<file path="src/rtl/alu_sequencer_if.sv">
// alu_sequencer_if
// Bundles the three channels around the ALU sequencer:
//   request  : req_valid/req_ready handshake plus decoded RV32I fields
//              (kind, funct3, funct7b5, rs1, rs2, imm, rd)
//   alu      : registered operands/control out to the combinational ALU,
//              result and zero/neg/carry/overflow flags back
//   response : rsp_valid/rsp_ready handshake plus result, rd, branch,
//              taken and illegal indications
// Modports:
//   slave  - the sequencer (consumes requests, drives ALU and responses)
//   master - the surrounding pipeline (decoder, ALU, writeback/PC logic)
interface alu_sequencer_if #(
    parameter int WIDTH = 32
);
    // request channel
    logic             req_valid;
    logic             req_ready;
    logic [1:0]       req_kind;
    logic [2:0]       req_funct3;
    logic             req_funct7b5;
    logic [WIDTH-1:0] req_rs1;
    logic [WIDTH-1:0] req_rs2;
    logic [WIDTH-1:0] req_imm;
    logic [4:0]       req_rd;

    // ALU channel
    logic [WIDTH-1:0] alu_a;
    logic [WIDTH-1:0] alu_b;
    logic [3:0]       alu_control;
    logic [WIDTH-1:0] alu_out;
    logic             alu_zero;
    logic             alu_neg;
    logic             alu_carry;
    logic             alu_overflow;

    // response channel
    logic             rsp_valid;
    logic             rsp_ready;
    logic [WIDTH-1:0] rsp_result;
    logic [4:0]       rsp_rd;
    logic             rsp_is_branch;
    logic             rsp_taken;
    logic             rsp_illegal;

    modport slave (
        input  req_valid, req_kind, req_funct3, req_funct7b5,
               req_rs1, req_rs2, req_imm, req_rd,
        output req_ready,
        output alu_a, alu_b, alu_control,
        input  alu_out, alu_zero, alu_neg, alu_carry, alu_overflow,
        output rsp_valid, rsp_result, rsp_rd, rsp_is_branch,
               rsp_taken, rsp_illegal,
        input  rsp_ready
    );

    modport master (
        output req_valid, req_kind, req_funct3, req_funct7b5,
               req_rs1, req_rs2, req_imm, req_rd,
        input  req_ready,
        input  alu_a, alu_b, alu_control,
        output alu_out, alu_zero, alu_neg, alu_carry, alu_overflow,
        input  rsp_valid, rsp_result, rsp_rd, rsp_is_branch,
               rsp_taken, rsp_illegal,
        output rsp_ready
    );
endinterface

</file>
<file path="src/rtl/alu_sequencer.sv">
// alu_sequencer
// Sequences one decoded RV32I integer/branch operation at a time through an
// external combinational ALU. A request is decoded into ALU operands and a
// 4-bit control code, held in registers for one full EXEC cycle, and the
// ALU result/flags are captured into a response that is held until the
// consumer accepts it. Branch conditions are evaluated from the flags of
// the subtraction rs1 - rs2.
// Ports:
//   clk       - clock, all state changes on the rising edge
//   rst_n     - asynchronous active-low reset
//   bus       - alu_sequencer_if.slave: request, ALU and response channels
//   op_count  - number of completed responses, wraps modulo 2^CNT_W
module alu_sequencer #(
    parameter int WIDTH = 32,
    parameter int CNT_W = 16
) (
    input  logic               clk,
    input  logic               rst_n,
    alu_sequencer_if.slave     bus,
    output logic [CNT_W-1:0]   op_count
);

    localparam logic [3:0] ALU_ADD  = 4'd0;
    localparam logic [3:0] ALU_SUB  = 4'd1;
    localparam logic [3:0] ALU_AND  = 4'd2;
    localparam logic [3:0] ALU_OR   = 4'd3;
    localparam logic [3:0] ALU_SLT  = 4'd4;
    localparam logic [3:0] ALU_XOR  = 4'd5;
    localparam logic [3:0] ALU_SLTU = 4'd6;
    localparam logic [3:0] ALU_SLL  = 4'd7;

    localparam logic [1:0] KIND_R      = 2'b00;
    localparam logic [1:0] KIND_I      = 2'b01;
    localparam logic [1:0] KIND_BRANCH = 2'b10;

    localparam logic [CNT_W-1:0] CNT_ONE = {{(CNT_W-1){1'b0}}, 1'b1};

    typedef enum logic [1:0] {
        IDLE = 2'd0,
        EXEC = 2'd1,
        RESP = 2'd2
    } state_t;

    state_t           state_reg;

    // operation held across EXEC
    logic [WIDTH-1:0] a_reg;
    logic [WIDTH-1:0] b_reg;
    logic [3:0]       control_reg;
    logic [4:0]       rd_reg;
    logic [2:0]       funct3_reg;
    logic             branch_reg;
    logic             illegal_reg;

    // response registers
    logic [WIDTH-1:0] rsp_result_reg;
    logic [4:0]       rsp_rd_reg;
    logic             rsp_is_branch_reg;
    logic             rsp_taken_reg;
    logic             rsp_illegal_reg;
    logic [CNT_W-1:0] op_count_reg;

    // request decode
    logic [3:0]       dec_control;
    logic [WIDTH-1:0] dec_b;
    logic             dec_illegal;
    logic             dec_branch;
    logic             req_fire;

    // branch evaluation from the live ALU flags during EXEC
    logic             branch_cond;

    assign req_fire = bus.req_valid && (state_reg == IDLE);

    always_comb begin
        dec_control = ALU_ADD;
        dec_b       = bus.req_rs2;
        dec_illegal = 1'b0;
        dec_branch  = 1'b0;
        unique case (bus.req_kind)
            KIND_R, KIND_I: begin
                if (bus.req_kind == KIND_I) begin
                    dec_b = bus.req_imm;
                end
                unique case (bus.req_funct3)
                    3'b000: begin
                        // bit 30 selects SUB only for register-register ops;
                        // for ADDI it is just part of the immediate
                        if (bus.req_kind == KIND_R && bus.req_funct7b5) begin
                            dec_control = ALU_SUB;
                        end
                    end
                    3'b001:  dec_control = ALU_SLL;
                    3'b010:  dec_control = ALU_SLT;
                    3'b011:  dec_control = ALU_SLTU;
                    3'b100:  dec_control = ALU_XOR;
                    3'b110:  dec_control = ALU_OR;
                    3'b111:  dec_control = ALU_AND;
                    default: dec_illegal = 1'b1;   // 101: shift-right unsupported
                endcase
            end
            KIND_BRANCH: begin
                dec_branch = 1'b1;
                if (bus.req_funct3 == 3'b010 || bus.req_funct3 == 3'b011) begin
                    dec_illegal = 1'b1;
                end else begin
                    dec_control = ALU_SUB;
                end
            end
            default: dec_illegal = 1'b1;
        endcase
    end

    // carry is the borrow of rs1 - rs2, so it flags an unsigned rs1 < rs2
    always_comb begin
        branch_cond = 1'b0;
        unique case (funct3_reg)
            3'b000:  branch_cond = bus.alu_zero;
            3'b001:  branch_cond = ~bus.alu_zero;
            3'b100:  branch_cond = bus.alu_neg ^ bus.alu_overflow;
            3'b101:  branch_cond = ~(bus.alu_neg ^ bus.alu_overflow);
            3'b110:  branch_cond = bus.alu_carry;
            3'b111:  branch_cond = ~bus.alu_carry;
            default: branch_cond = 1'b0;
        endcase
    end

    always_ff @(posedge clk or negedge rst_n) begin
        if (!rst_n) begin
            state_reg         <= IDLE;
            a_reg             <= '0;
            b_reg             <= '0;
            control_reg       <= ALU_ADD;
            rd_reg            <= '0;
            funct3_reg        <= '0;
            branch_reg        <= 1'b0;
            illegal_reg       <= 1'b0;
            rsp_result_reg    <= '0;
            rsp_rd_reg        <= '0;
            rsp_is_branch_reg <= 1'b0;
            rsp_taken_reg     <= 1'b0;
            rsp_illegal_reg   <= 1'b0;
            op_count_reg      <= '0;
        end else begin
            unique case (state_reg)
                IDLE: begin
                    if (req_fire) begin
                        a_reg       <= bus.req_rs1;
                        b_reg       <= dec_b;
                        control_reg <= dec_control;
                        rd_reg      <= bus.req_rd;
                        funct3_reg  <= bus.req_funct3;
                        branch_reg  <= dec_branch;
                        illegal_reg <= dec_illegal;
                        state_reg   <= EXEC;
                    end
                end
                EXEC: begin
                    // operands have been stable for the whole cycle; sample
                    // the ALU now. Branches and illegal ops return no result.
                    rsp_result_reg    <= (branch_reg || illegal_reg) ? '0 : bus.alu_out;
                    rsp_rd_reg        <= rd_reg;
                    rsp_is_branch_reg <= branch_reg;
                    rsp_taken_reg     <= branch_reg && !illegal_reg && branch_cond;
                    rsp_illegal_reg   <= illegal_reg;
                    state_reg         <= RESP;
                end
                RESP: begin
                    if (bus.rsp_ready) begin
                        op_count_reg <= op_count_reg + CNT_ONE;
                        state_reg    <= IDLE;
                    end
                end
                default: state_reg <= IDLE;
            endcase
        end
    end

    // handshake outputs decode directly from the state register so they
    // follow an asynchronous reset immediately
    assign bus.req_ready     = (state_reg == IDLE);
    assign bus.rsp_valid     = (state_reg == RESP);

    assign bus.alu_a         = a_reg;
    assign bus.alu_b         = b_reg;
    assign bus.alu_control   = control_reg;

    assign bus.rsp_result    = rsp_result_reg;
    assign bus.rsp_rd        = rsp_rd_reg;
    assign bus.rsp_is_branch = rsp_is_branch_reg;
    assign bus.rsp_taken     = rsp_taken_reg;
    assign bus.rsp_illegal   = rsp_illegal_reg;

    assign op_count          = op_count_reg;

endmodule

</file>
<file path="src/flat_wrapper.sv">
// flat-port wrapper written by rule: the top's interface ports become plain ports
module alu_sequencer_flat 
#(
    parameter int WIDTH = 32,
    parameter int CNT_W = 16
)
  (clk, rst_n, op_count, bus_req_valid, bus_req_kind, bus_req_funct3, bus_req_funct7b5, bus_req_rs1, bus_req_rs2, bus_req_imm, bus_req_rd, bus_req_ready, bus_alu_a, bus_alu_b, bus_alu_control, bus_alu_out, bus_alu_zero, bus_alu_neg, bus_alu_carry, bus_alu_overflow, bus_rsp_valid, bus_rsp_result, bus_rsp_rd, bus_rsp_is_branch, bus_rsp_taken, bus_rsp_illegal, bus_rsp_ready);
  alu_sequencer_if #(.WIDTH(WIDTH)) bus_i ();
  input  logic clk;
  input  logic rst_n;
  output logic [CNT_W-1:0] op_count;
  input wire logic [$bits(bus_i.req_valid)-1:0] bus_req_valid;
  input wire logic [$bits(bus_i.req_kind)-1:0] bus_req_kind;
  input wire logic [$bits(bus_i.req_funct3)-1:0] bus_req_funct3;
  input wire logic [$bits(bus_i.req_funct7b5)-1:0] bus_req_funct7b5;
  input wire logic [$bits(bus_i.req_rs1)-1:0] bus_req_rs1;
  input wire logic [$bits(bus_i.req_rs2)-1:0] bus_req_rs2;
  input wire logic [$bits(bus_i.req_imm)-1:0] bus_req_imm;
  input wire logic [$bits(bus_i.req_rd)-1:0] bus_req_rd;
  output wire logic [$bits(bus_i.req_ready)-1:0] bus_req_ready;
  output wire logic [$bits(bus_i.alu_a)-1:0] bus_alu_a;
  output wire logic [$bits(bus_i.alu_b)-1:0] bus_alu_b;
  output wire logic [$bits(bus_i.alu_control)-1:0] bus_alu_control;
  input wire logic [$bits(bus_i.alu_out)-1:0] bus_alu_out;
  input wire logic [$bits(bus_i.alu_zero)-1:0] bus_alu_zero;
  input wire logic [$bits(bus_i.alu_neg)-1:0] bus_alu_neg;
  input wire logic [$bits(bus_i.alu_carry)-1:0] bus_alu_carry;
  input wire logic [$bits(bus_i.alu_overflow)-1:0] bus_alu_overflow;
  output wire logic [$bits(bus_i.rsp_valid)-1:0] bus_rsp_valid;
  output wire logic [$bits(bus_i.rsp_result)-1:0] bus_rsp_result;
  output wire logic [$bits(bus_i.rsp_rd)-1:0] bus_rsp_rd;
  output wire logic [$bits(bus_i.rsp_is_branch)-1:0] bus_rsp_is_branch;
  output wire logic [$bits(bus_i.rsp_taken)-1:0] bus_rsp_taken;
  output wire logic [$bits(bus_i.rsp_illegal)-1:0] bus_rsp_illegal;
  input wire logic [$bits(bus_i.rsp_ready)-1:0] bus_rsp_ready;
  assign bus_i.req_valid = bus_req_valid;
  assign bus_i.req_kind = bus_req_kind;
  assign bus_i.req_funct3 = bus_req_funct3;
  assign bus_i.req_funct7b5 = bus_req_funct7b5;
  assign bus_i.req_rs1 = bus_req_rs1;
  assign bus_i.req_rs2 = bus_req_rs2;
  assign bus_i.req_imm = bus_req_imm;
  assign bus_i.req_rd = bus_req_rd;
  assign bus_req_ready = bus_i.req_ready;
  assign bus_alu_a = bus_i.alu_a;
  assign bus_alu_b = bus_i.alu_b;
  assign bus_alu_control = bus_i.alu_control;
  assign bus_i.alu_out = bus_alu_out;
  assign bus_i.alu_zero = bus_alu_zero;
  assign bus_i.alu_neg = bus_alu_neg;
  assign bus_i.alu_carry = bus_alu_carry;
  assign bus_i.alu_overflow = bus_alu_overflow;
  assign bus_rsp_valid = bus_i.rsp_valid;
  assign bus_rsp_result = bus_i.rsp_result;
  assign bus_rsp_rd = bus_i.rsp_rd;
  assign bus_rsp_is_branch = bus_i.rsp_is_branch;
  assign bus_rsp_taken = bus_i.rsp_taken;
  assign bus_rsp_illegal = bus_i.rsp_illegal;
  assign bus_i.rsp_ready = bus_rsp_ready;
  alu_sequencer #(.WIDTH(WIDTH), .CNT_W(CNT_W)) u_core (.clk(clk), .rst_n(rst_n), .bus(bus_i), .op_count(op_count));
endmodule
</file>
<file path="config.mk">
export PLATFORM = sky130hd
export DESIGN_NAME = alu_sequencer_flat
export DESIGN_NICKNAME = d
export VERILOG_FILES = /design/src/rtl/alu_sequencer_if.sv /design/src/rtl/alu_sequencer.sv /design/src/flat_wrapper.sv
export SDC_FILE = /design/constraint.sdc
export NUM_CORES = 1
export LEC_CHECK = 0
export ABC_AREA = 1
export BUFFER_PORTS_ARGS = -buffer_cell sky130_fd_sc_hd__buf_4
export CAP_MARGIN = 10
export CORE_ASPECT_RATIO = 2
export CORE_MARGIN = 1.5
export CORE_UTILIZATION = 50
export DETAILED_ROUTE_END_ITERATION = 10
export PLACE_DENSITY = 0.85
export SYNTH_ARGS = -nofsm -noshare
export SYNTH_HDL_FRONTEND = slang
export SYNTH_SLANG_ARGS = --single-unit
</file>
<file path="constraint.sdc">
create_clock -name clk -period 1.9 [get_ports clk]
set_input_delay 0.285 -clock clk [delete_from_list [all_inputs] [get_ports clk]]
set_output_delay 0.285 -clock clk [all_outputs]
set_load 0.005 [all_outputs]
</file>
Word level (Yosys, flattened, before mapping)
Index checks and enable logic that the tools add are counted.

Word-level logic and storage cells: 67. Input port bits: 147. Register bits: 136.

Mux-type cells: 15. Bitwise gates (word level): 4. Reduce and logical (&&, ||, !) cells: 16. Eq/ne operators: 17. Add/sub/neg operators: 1.

Operators by type and width (number): 32-bit 2-to-1 mux (3); 4-bit case mux with 7 select lines (1); 3-bit == test (second input constant) (7); 16-bit by 1-bit adder with 16-bit output (second input constant) (1); 4-bit case mux with 2 select lines (1); 7-bit OR reduction (1); 3-bit by 1-bit == test with 1-bit output (second input constant) (2); 3-bit by 2-bit == test with 1-bit output (second input constant) (2); 3-bit logical NOT (2); 1-bit case mux with 6 select lines (1); 2-bit case mux with 3 select lines (1); 2-bit AND reduction (3); 1-bit 2-to-1 mux (5); 2-bit by 1-bit == test with 1-bit output (second input constant) (2); 2-bit == test (second input constant) (2); 1-bit logical AND (4); 2-bit logical NOT (2); 2-bit 2-to-1 mux (2); 2-bit by 1-bit != test with 1-bit output (second input constant) (2); 1-bit inverter (3); 1-bit logical OR (2); 1-bit case mux with 2 select lines (1); 2-bit OR reduction (1); 1-bit logical NOT (1); 1-bit XOR (1).

Logic depth before layout (Yosys ltp)
Gate-level depths: netlist (run 1).

Depth in word-level cells: 5. Gate-level depth with buffers: 8. Depth with buffers taken out: 8.

Least setup slack after synthesis (run 1)
Ideal clock, no wire load.

Kind: register to register. Start point: register u_core.state_reg[1]. End point: register u_core.b_reg[10] (netlist: u_core.bus.alu_b[10]). Path buffers: 2. Arrival time: 1192 ps. Path slack: 632 ps. Data required time: 1824 ps. Clock period less this slack: 1268 ps. Stages on the path, launching flop included: 8. Path through: dfrtp_1 -> nor2_2 -> nand2_4 -> inv_2 -> buf_6 -> buf_6 -> o21ai_2 -> o21ai_1.

Word-level cells in the longest chain between the ends: 3.

Ends and longest elaborated chain: start: declaration (RTL line alu_sequencer.sv:44) `state_t state_reg;`; start signal: assignment (RTL line alu_sequencer.sv:130) `state_reg <= IDLE;`; start signal: assignment (RTL line alu_sequencer.sv:155) `state_reg <= EXEC;`; start signal: assignment (RTL line alu_sequencer.sv:166) `state_reg <= RESP;`; 2-bit logical NOT (*); via bus_req_ready (RTL line flat_wrapper.sv:20) `output wire logic [$bits(bus_i.req_ready)-1:0] bus_req_ready;`; 1-bit logical AND (RTL line alu_sequencer.sv:73) `assign req_fire = bus.req_valid && (state_reg == IDLE);`; 2-bit AND reduction (no source line) (*); end signal: assignment (RTL line alu_sequencer.sv:132) `b_reg <= '0;`; end signal: assignment (RTL line alu_sequencer.sv:149) `b_reg <= dec_b;`; end: declaration (RTL line alu_sequencer.sv:48) `logic [WIDTH-1:0] b_reg;`.

The timed path passes the listed nets; every way through them passes the cells marked *. A chain may end at the register's enable or synchronous reset.

Worst setup path in the final report (run 1)
Start point: register u_core.op_count_reg[1] (netlist: u_core.op_count[1]). End point: register u_core.op_count_reg[12] (netlist: u_core.op_count[12]).

Word-level cells in the longest chain between the ends: 1.

Ends and longest elaborated chain: start: declaration (RTL line alu_sequencer.sv:61) `logic [CNT_W-1:0] op_count_reg;`; start signal: assignment (RTL line alu_sequencer.sv:170) `op_count_reg <= op_count_reg + CNT_ONE;`; 16-bit by 1-bit adder with 16-bit output (RTL line alu_sequencer.sv:170).

No other way between the ends.

==> results of run 1 <==
==> stage by stage <==
step	power [mW]	setup WS (ns)	instances	cell area, um^2
floorplan	6.82	0.632	684	5850
global placement	9.26	0.499	1079	8030
detailed placement	9.45	0.427	1079	8030
CTS	13.2	0.408	1112	8690
global route	13.9	0.293	1112	8690
finish	13.1	0.428	1112	8690
==> worst paths after layout <==
check | startpoint | to | slack [ns] | depth (start not counted)
max | u_core.op_count[1] | u_core.op_count[12] | 0.43 | 6
min in group asynchronous | rst_n | u_core.op_count[9] | 0.36 | 2
min | bus_req_rs1[3] | u_core.bus.alu_a[3] | 0.07 | 3
min reg2reg | u_core.bus.rsp_rd[1] | u_core.bus.rsp_rd[1] | 0.48 | 2
max in group asynchronous | rst_n | u_core.bus.alu_b[24] | 0.90 | 3
max reg2reg | u_core.op_count[1] | u_core.op_count[12] | 0.43 | 6
==> layout make-up <==
type,instances,area [um^2]
flip-flops and latches,135,3380
fillers,810,2660
clock buffers,18,429
well taps,142,178
multi-input cells,487,2180
repair buffers,287,2200
inverters,29,109
clock inverters,14,223
==> cells in the mapped netlist (all sizes together) <==
cell      n
clkbuf   15
xnor2     4
dfrtp   135
inv      28
o21ai    78
xor2      6
nor2     62
nand4     5
ha        1
nand2   277
or2       1
conb      1
clkinv    1
buf      18
a22o      1
nand3    43
nor3      3
o211ai    1
a21oi     4
==> metal layers <==
metal	track usage, %	share of wire, %	up-vias
li1	-	-	2716
met1	30.5	35	2682
met2	51.6	54	249
met3	8.01	6.5	48
met4	15.4	4.1	0
met5	0	0	-
==> power by group <==
part           switching [mW]  internal [mW]  leakage (nW)  total [mW]
clock network            1.28           2.35         0.311        3.63
registers               0.775           4.05          1.70        4.83
logic                    2.30           2.30          2.66        4.60
total                    4.36           8.70          4.68        13.1
==> worst max-delay path: stages, from the launching register on <==
cell                      delay (ns)
sky130_fd_sc_hd__dfrtp_1        0.43
sky130_fd_sc_hd__ha_1           0.24
sky130_fd_sc_hd__nand3_1        0.12
sky130_fd_sc_hd__nor3_2         0.27
sky130_fd_sc_hd__nand3_1        0.11
sky130_fd_sc_hd__nand2_1        0.11
sky130_fd_sc_hd__nand2_1        0.08
==> kinds of logic after synthesis <==
kind of cell	synth area share, %
AOI/OAI and AO/OA	8.06
xor gates and xnor gates	1.50
adders and majority gates	0.214
buffers and inverters	5.05
DFF	57.7
other	0.0641
and+or+nand+nor	27.4
==> layout by cell type (no fill, tap or decap), types with 3 or more instances in the layout <==
| master | Yosys | layout |
|---|---|---|
| sky130_fd_sc_hd__a21oi_1 | 4 | 4 |
| sky130_fd_sc_hd__buf_12 | 0 | 3 |
| sky130_fd_sc_hd__buf_4 | 2 | 282 |
| sky130_fd_sc_hd__bufinv_16 | 0 | 5 |
| sky130_fd_sc_hd__clkbuf_16 | 0 | 17 |
| sky130_fd_sc_hd__clkinv_4 | 0 | 3 |
| sky130_fd_sc_hd__dfrtp_1 | 135 | 135 |
| sky130_fd_sc_hd__inv_1 | 22 | 22 |
| sky130_fd_sc_hd__inv_2 | 6 | 6 |
| sky130_fd_sc_hd__inv_6 | 0 | 3 |
| sky130_fd_sc_hd__nand2_1 | 275 | 275 |
| sky130_fd_sc_hd__nand3_1 | 42 | 42 |
| sky130_fd_sc_hd__nand4_1 | 5 | 5 |
| sky130_fd_sc_hd__nor2_1 | 55 | 55 |
| sky130_fd_sc_hd__nor2_2 | 3 | 3 |
| sky130_fd_sc_hd__nor2_4 | 4 | 4 |
| sky130_fd_sc_hd__o21ai_0 | 4 | 4 |
| sky130_fd_sc_hd__o21ai_1 | 62 | 62 |
| sky130_fd_sc_hd__o21ai_2 | 12 | 12 |
| sky130_fd_sc_hd__xnor2_1 | 4 | 4 |
| sky130_fd_sc_hd__xor2_1 | 6 | 6 |
==> impl_table.tex, run 1 <==
\begin{tabular}{lr}
\hline
Metric & Value \\
\hline
\multicolumn{2}{l}{\textbf{Detailed routing}} \\
Antenna viol nets, final & 0 \\
Detailed-routing iteration count for the pre-antenna-repair pass & 5 \\
Ratio of routed vias to standard cells & between 5 and 6 \\
Number of DRC violations after detailed routing & 0 \\
WL/cell & between 15 and 20 um \\
Via count & between 5000 and 6000 \\
Routed WL & about 17000 um \\
Initial drt markers & between 200 and 300 \\
\multicolumn{2}{l}{\textbf{Clocking}} \\
Number of levels in the clock H-tree & 4 \\
Buffers inserted by post-CTS timing repair & 0 \\
Number of buffers between clock root and the deepest sink & 2 \\
CTS clock-pin slew for the worst setup and hold paths & $\sim$0.060 ns \\
Clock latency of the later-clocked register in the worst-skew pair & 0.41 ns \\
Clock Tree Root & sky130\_fd\_sc\_hd\_\_clkbuf\_16 \\
CTS tree & yes \\
Hold-fix buffers, CTS & 1 \\
Post-CTS resize count & 0 \\
CTS buffer count & 17 \\
Clock Sink Count & around 140 \\
\multicolumn{2}{l}{\textbf{Worst setup path}} \\
CP arrival & $\sim$1.8 ns \\
Worst Path Class, Setup & reg -> reg \\
Critical path capture point type & flip-flop \\
CP Data Required Time & roughly 2.2 ns \\
Kind of launch point of the worst setup path & flip-flop \\
Worst-path maximum fanout & 5 \\
\multicolumn{2}{l}{\textbf{Timing}} \\
Worst Hold Margin & 0.0702 ns \\
Worst-margin pin slew & about 0.55 ns \\
Crit path time final & 1.47 ns \\
Final hold violation count & 0 \\
Worst-case headroom to the max-slew limit & 63.1\% \\
Final count of negative-setup-slack endpoints & 0 \\
Final TNS setup & 0 ns \\
Fmax achieved & about 0.68 GHz \\
RSZ-0062 raised after global routing & no \\
Final period utilization & a little under 80\% \\
Largest clock skew in the final design & 0.00862 ns \\
Max-slew violation count & 0 \\
\multicolumn{2}{l}{\textbf{Placed design}} \\
Count of port buffers added during placement & approximately 270 \\
Weighted congestion reported at the end of routability-driven placement & roughly 0.9 \\
HPWL Detailed & about 13000 um \\
\multicolumn{2}{l}{\textbf{Logic synthesis}} \\
Netlist area before placement & roughly 5900 um\^{}2 \\
Biggest area consumer among synthesized cells & sky130\_fd\_sc\_hd\_\_dfrtp\_1 \\
Main area contributors after synthesis & sky130\_fd\_sc\_hd\_\_dfrtp\_1, sky130\_fd\_sc\_hd\_\_nand2\_1, sky130\_fd\_sc\_hd\_\_o21ai\_1 \\
Net count of the mapped netlist & 832 \\
Number of storage elements in the synthesis netlist & between 100 and 150 \\
Count of cell types in the netlist & 30 \\
Share of synthesized area occupied by flip-flops and latches & between 50\% and 60\% \\
Count of synthesis-stage warnings from yosys & 0 \\
Share of Yosys cell area claimed by the top area cell type & about 58\% \\
Mean post-synth cell area & 8.56 um\^{}2 \\
Synthesized instance count & between 600 and 700 \\
\multicolumn{2}{l}{\textbf{Floorplanning}} \\
Die span in y & 156 um \\
Top-Level Pins & about 270 \\
Die Span X & 79.5 um \\
DIE AREA & 12400 um\^{}2 \\
Cell Rows & 55 \\
Std-Cell Core Area & 11400 um\^{}2 \\
Initial standard-cell utilization of the core & about half \\
\multicolumn{2}{l}{\textbf{GRT}} \\
Global-route usage over all layers & 29.1\% \\
Total grt overflow & 0 \\
Vias in the first global route & just under 6000 \\
Pin count of the biggest net entering global routing & 46 \\
Global-route wire length before repair & roughly 28000 um \\
Antenna violations before repair & 0 \\
\multicolumn{2}{l}{\textbf{Layout}} \\
Final standard cell utilization of the core & $\sim$77\% \\
Diodes inserted & 0 \\
Area delta synth->final & 48.6\% \\
Share of cells above drive strength 1 & approximately 36\% \\
Nets & 1105 \\
\multicolumn{2}{l}{\textbf{Hold path}} \\
Type of the most critical hold path & in -> reg \\
\multicolumn{2}{l}{\textbf{Run status}} \\
Status & finished, final reports clean \\
\multicolumn{2}{l}{\textbf{Power and ir drop}} \\
Standby leakage power & roughly 4.7 nW \\
VDD IR-drop max & just over 0.9 mV \\
Cell Pwr Density & around 1500 nW/um\^{}2 \\
\multicolumn{2}{l}{\textbf{Run}} \\
Max-cap violation count & 0 \\
\hline
\end{tabular}
No activity file was read; power rests on OpenSTA's default activity.
==> run 2: changes to the inputs <==
Settings changed: CORE_UTILIZATION 50 to 47, PLACE_DENSITY 0.85 to 0.81.
Clock period 1.9 ns to 1.4 ns, I/O delays scaled along.
==> run 2 against run 1 <==
Effect of this change: via count grew 2.7%; setup slack lost 0.39 ns; critical path depth shrank 4; count of clock-buffer cells in the layout shrank 1; sequential share of layout area shrank 1.7 points; critical endpoint is now bus_rsp_valid; clock skew is essentially flat; non-clock buffer count grew 40; utilization shrank 1.6 points; global-route usage shrank 1.2 points.
==> impl_table.tex, run 2 (synthesized netlist as in run 1, its figures left out) <==
\begin{tabular}{lr}
\hline
Metric & Value \\
\hline
\multicolumn{2}{l}{\textbf{GRT}} \\
Antenna violations before repair & 0 (unchanged) \\
Global-route usage over all layers & 28.0\% (was 29.1\%) \\
Vias in the first global route & 5874 (was 5823) \\
Global-route wire length before repair & 28200 um (was 27700 um) \\
Pin count of the biggest net entering global routing & 51 (was 46) \\
Total grt overflow & 0 (unchanged) \\
\multicolumn{2}{l}{\textbf{Placed design}} \\
HPWL Detailed & 12200 um (was 12600 um) \\
Instance area at placement & 8150 um\^{}2 (was 8030 um\^{}2) \\
Weighted congestion reported at the end of routability-driven placement & 0.875 (was 0.886) \\
Count of port buffers added during placement & 271 (unchanged) \\
Placed insts & 1089 (was 1079) \\
Pre-CTS setup slack & 0.0458 ns (was 0.427 ns) \\
\multicolumn{2}{l}{\textbf{Layout}} \\
Area delta synth->final & 55.3\% (was 48.6\%) \\
Final design instance area without fill & 9090 um\^{}2 (was 8690 um\^{}2) \\
Commonest cells after routing, fill and taps aside & sky130\_fd\_sc\_hd\_\_buf\_4, sky130\_fd\_sc\_hd\_\_nand2\_1, sky130\_fd\_sc\_hd\_\_dfrtp\_1, sky130\_fd\_sc\_hd\_\_o21ai\_1, sky130\_fd\_sc\_hd\_\_nor2\_1 (unchanged) \\
Diodes inserted & 0 (unchanged) \\
Layout filler cell count & 860 (was 810) \\
Number of standard cells in the final layout excluding fillers & 1156 (was 1112) \\
Nets & 1145 (was 1105) \\
Leading cell type in the layout, fill and taps excluded & sky130\_fd\_sc\_hd\_\_buf\_4 (unchanged) \\
Share of cells above drive strength 1 & 35.6\% (was 35.8\%) \\
\multicolumn{2}{l}{\textbf{Worst setup path}} \\
CP Data Required Time & 1.19 ns (was 2.19 ns) \\
Kind of launch point of the worst setup path & flip-flop (unchanged) \\
Worst Path Class, Setup & reg -> out (was reg -> reg) \\
Largest delay share family, worst path & flip-flops (was simple AND/OR/NAND/NOR gates) \\
Slowest stage cell, crit path & sky130\_fd\_sc\_hd\_\_dfrtp\_2 (was sky130\_fd\_sc\_hd\_\_dfrtp\_1) \\
Critical path capture point type & primary output (was flip-flop) \\
Worst-path maximum fanout & 3 (was 5) \\
Worst flop-to-flop path startpoint & u\_core.state\_reg[1] (was u\_core.op\_count[1]) \\
CP arrival & 1.15 ns (was 1.76 ns) \\
Critical path, cell by cell & nor2\_4 > buf\_4 (was ha\_1 > nand3\_1 > nor3\_2 > nand3\_1 > nand2\_1 > nand2\_1) \\
Slowest Stage Delay on Critical Path & 0.45 ns (was 0.43 ns) \\
Start point of the critical path & u\_core.state\_reg[0] (was u\_core.op\_count[1]) \\
CP bufs+invs & 1 (was 0) \\
\multicolumn{2}{l}{\textbf{Detailed routing}} \\
WL/cell & 15.4 um (was 15.6 um) \\
Initial drt markers & 254 (was 267) \\
Via count & 5850 (was 5695) \\
Number of DRC violations after detailed routing & 0 (unchanged) \\
Routed WL & 17700 um (was 17300 um) \\
Ratio of routed vias to standard cells & 5.06 (was 5.12) \\
Antenna viol nets, final & 0 (unchanged) \\
Detailed-routing iteration count for the pre-antenna-repair pass & 4 (was 5) \\
\multicolumn{2}{l}{\textbf{Clocking}} \\
CTS tree & yes (unchanged) \\
Number of buffers between clock root and the deepest sink & 2 (unchanged) \\
Number of levels in the clock H-tree & 4 (unchanged) \\
Clock Sink Count & 135 (unchanged) \\
Clock latency of the later-clocked register in the worst-skew pair & 0.42 ns (was 0.41 ns) \\
CTS clock-pin slew for the worst setup and hold paths & 0.06 ns (about the same) \\
Clock Tree Root & sky130\_fd\_sc\_hd\_\_clkbuf\_16 (unchanged) \\
CTS buffer count & 17 (unchanged) \\
\multicolumn{2}{l}{\textbf{Timing}} \\
Final hold violation count & 0 (unchanged) \\
Crit path time final & 1.36 ns \\
Final WS setup & 0.0370 ns (was 0.428 ns) \\
Final TNS setup & 0 ns (unchanged) \\
Max-slew violation count & 0 (unchanged) \\
Final count of negative-setup-slack endpoints & 0 (unchanged) \\
RSZ-0062 raised after global routing & yes (was no) \\
Final period utilization & 97.4\% \\
Fmax achieved & roughly 0.73 GHz \\
Largest clock skew in the final design & 0.00817 ns (was 0.00862 ns) \\
Worst Hold Margin & 0.0108 ns (was 0.0702 ns) \\
\multicolumn{2}{l}{\textbf{Floorplanning}} \\
Die Span X & 81.9 um (was 79.5 um) \\
Std-Cell Core Area & 12100 um\^{}2 (was 11400 um\^{}2) \\
DIE AREA & 13200 um\^{}2 (was 12400 um\^{}2) \\
Die span in y & 161 um (was 156 um) \\
Top-Level Pins & 273 (unchanged) \\
Cell Rows & 57 (was 55) \\
Initial standard-cell utilization of the core & 48.3\% (was 51.5\%) \\
\multicolumn{2}{l}{\textbf{Power and ir drop}} \\
Cell Pwr Density & 1910 nW/um\^{}2 (was 1500 nW/um\^{}2) \\
Standby leakage power & 4.83 nW (was 4.68 nW) \\
VDD IR-drop max & 1.25 mV (was 0.907 mV) \\
\multicolumn{2}{l}{\textbf{Hold path}} \\
Type of the most critical hold path & in -> reg (unchanged) \\
Launch instance of the worst min-delay path & bus\_req\_rs1[28] (was bus\_req\_rs1[3]) \\
\multicolumn{2}{l}{\textbf{Run status}} \\
Status & finished, final reports clean (unchanged) \\
\multicolumn{2}{l}{\textbf{Run}} \\
Max-cap violation count & 0 (unchanged) \\
\hline
\end{tabular}
run 2: per-layer routing:
metal | GRT usage (%) | part of all wire [%] | vias to the layer above
met1 | 30.4 | 35 | 2741
met4 | 15.6 | 4.7 | 0
li1 | - | - | 2787
met5 | 0 | 0 | -
met3 | 7.05 | 6.2 | 65
met2 | 47.7 | 54 | 257
run 2: worst register-to-register path, stage by stage (launching register included):
cell                      delay [ns]
sky130_fd_sc_hd__dfrtp_2        0.44
sky130_fd_sc_hd__nor2_4         0.14
sky130_fd_sc_hd__nand2_4        0.08
sky130_fd_sc_hd__buf_12         0.17
sky130_fd_sc_hd__nor2_1         0.17
sky130_fd_sc_hd__nand2_1        0.08
sky130_fd_sc_hd__o21ai_1        0.08
sky130_fd_sc_hd__nor2_1         0.06
run 2: metrics by stage:
step | util, % | power [mW]
global placement | 67.2 | 12.8
CTS | 74.7 | 17.4
global route | 75.0 | 18.4
floorplan | - | 9.26
finish | 75.0 | 17.3
detailed placement | 67.2 | 13.0
run 2: report_power, final:
part	leakage (nW)	internal, mW	switching [mW]
sequential	1.70	5.50	1.03
clock	0.262	2.44	1.77
combinational	2.86	3.38	3.20
total	4.83	11.3	5.99
run 2: path summary, 6_finish.rpt:
path	cells past startpoint	slack, ns	to
hold / removal	3	0.01	u_core.bus.alu_a[28]
setup reg to reg	7	0.08	u_core.bus.alu_control[0]
setup / recovery	2	0.04	bus_rsp_valid
hold reg to reg	2	0.48	u_core.bus.rsp_rd[3]
min in group asynchronous	2	0.26	u_core.bus.rsp_result[6]
max in group asynchronous	3	0.57	u_core.bus.rsp_result[17]
run 2: layout make-up:
type                            instances  area, um^2  area share (%)
Timing Repair Buffer                  327        2660            29.3
Tap cell                              147         184            2.02
Clock inverter                         14         128            1.40
Multi-Input combinational cell        487        2200            24.2
Sequential cell                       135        3380            37.2
Inverter                               29         109            1.20
Clock buffer                           17         425            4.68
run 2: repair_timing:
action                     CTS  global route
setup buffers                0             1
setup endpoints to repair    0            39
hold endpoints to repair    77             0
resized for setup            0             9
hold buffers                35             0
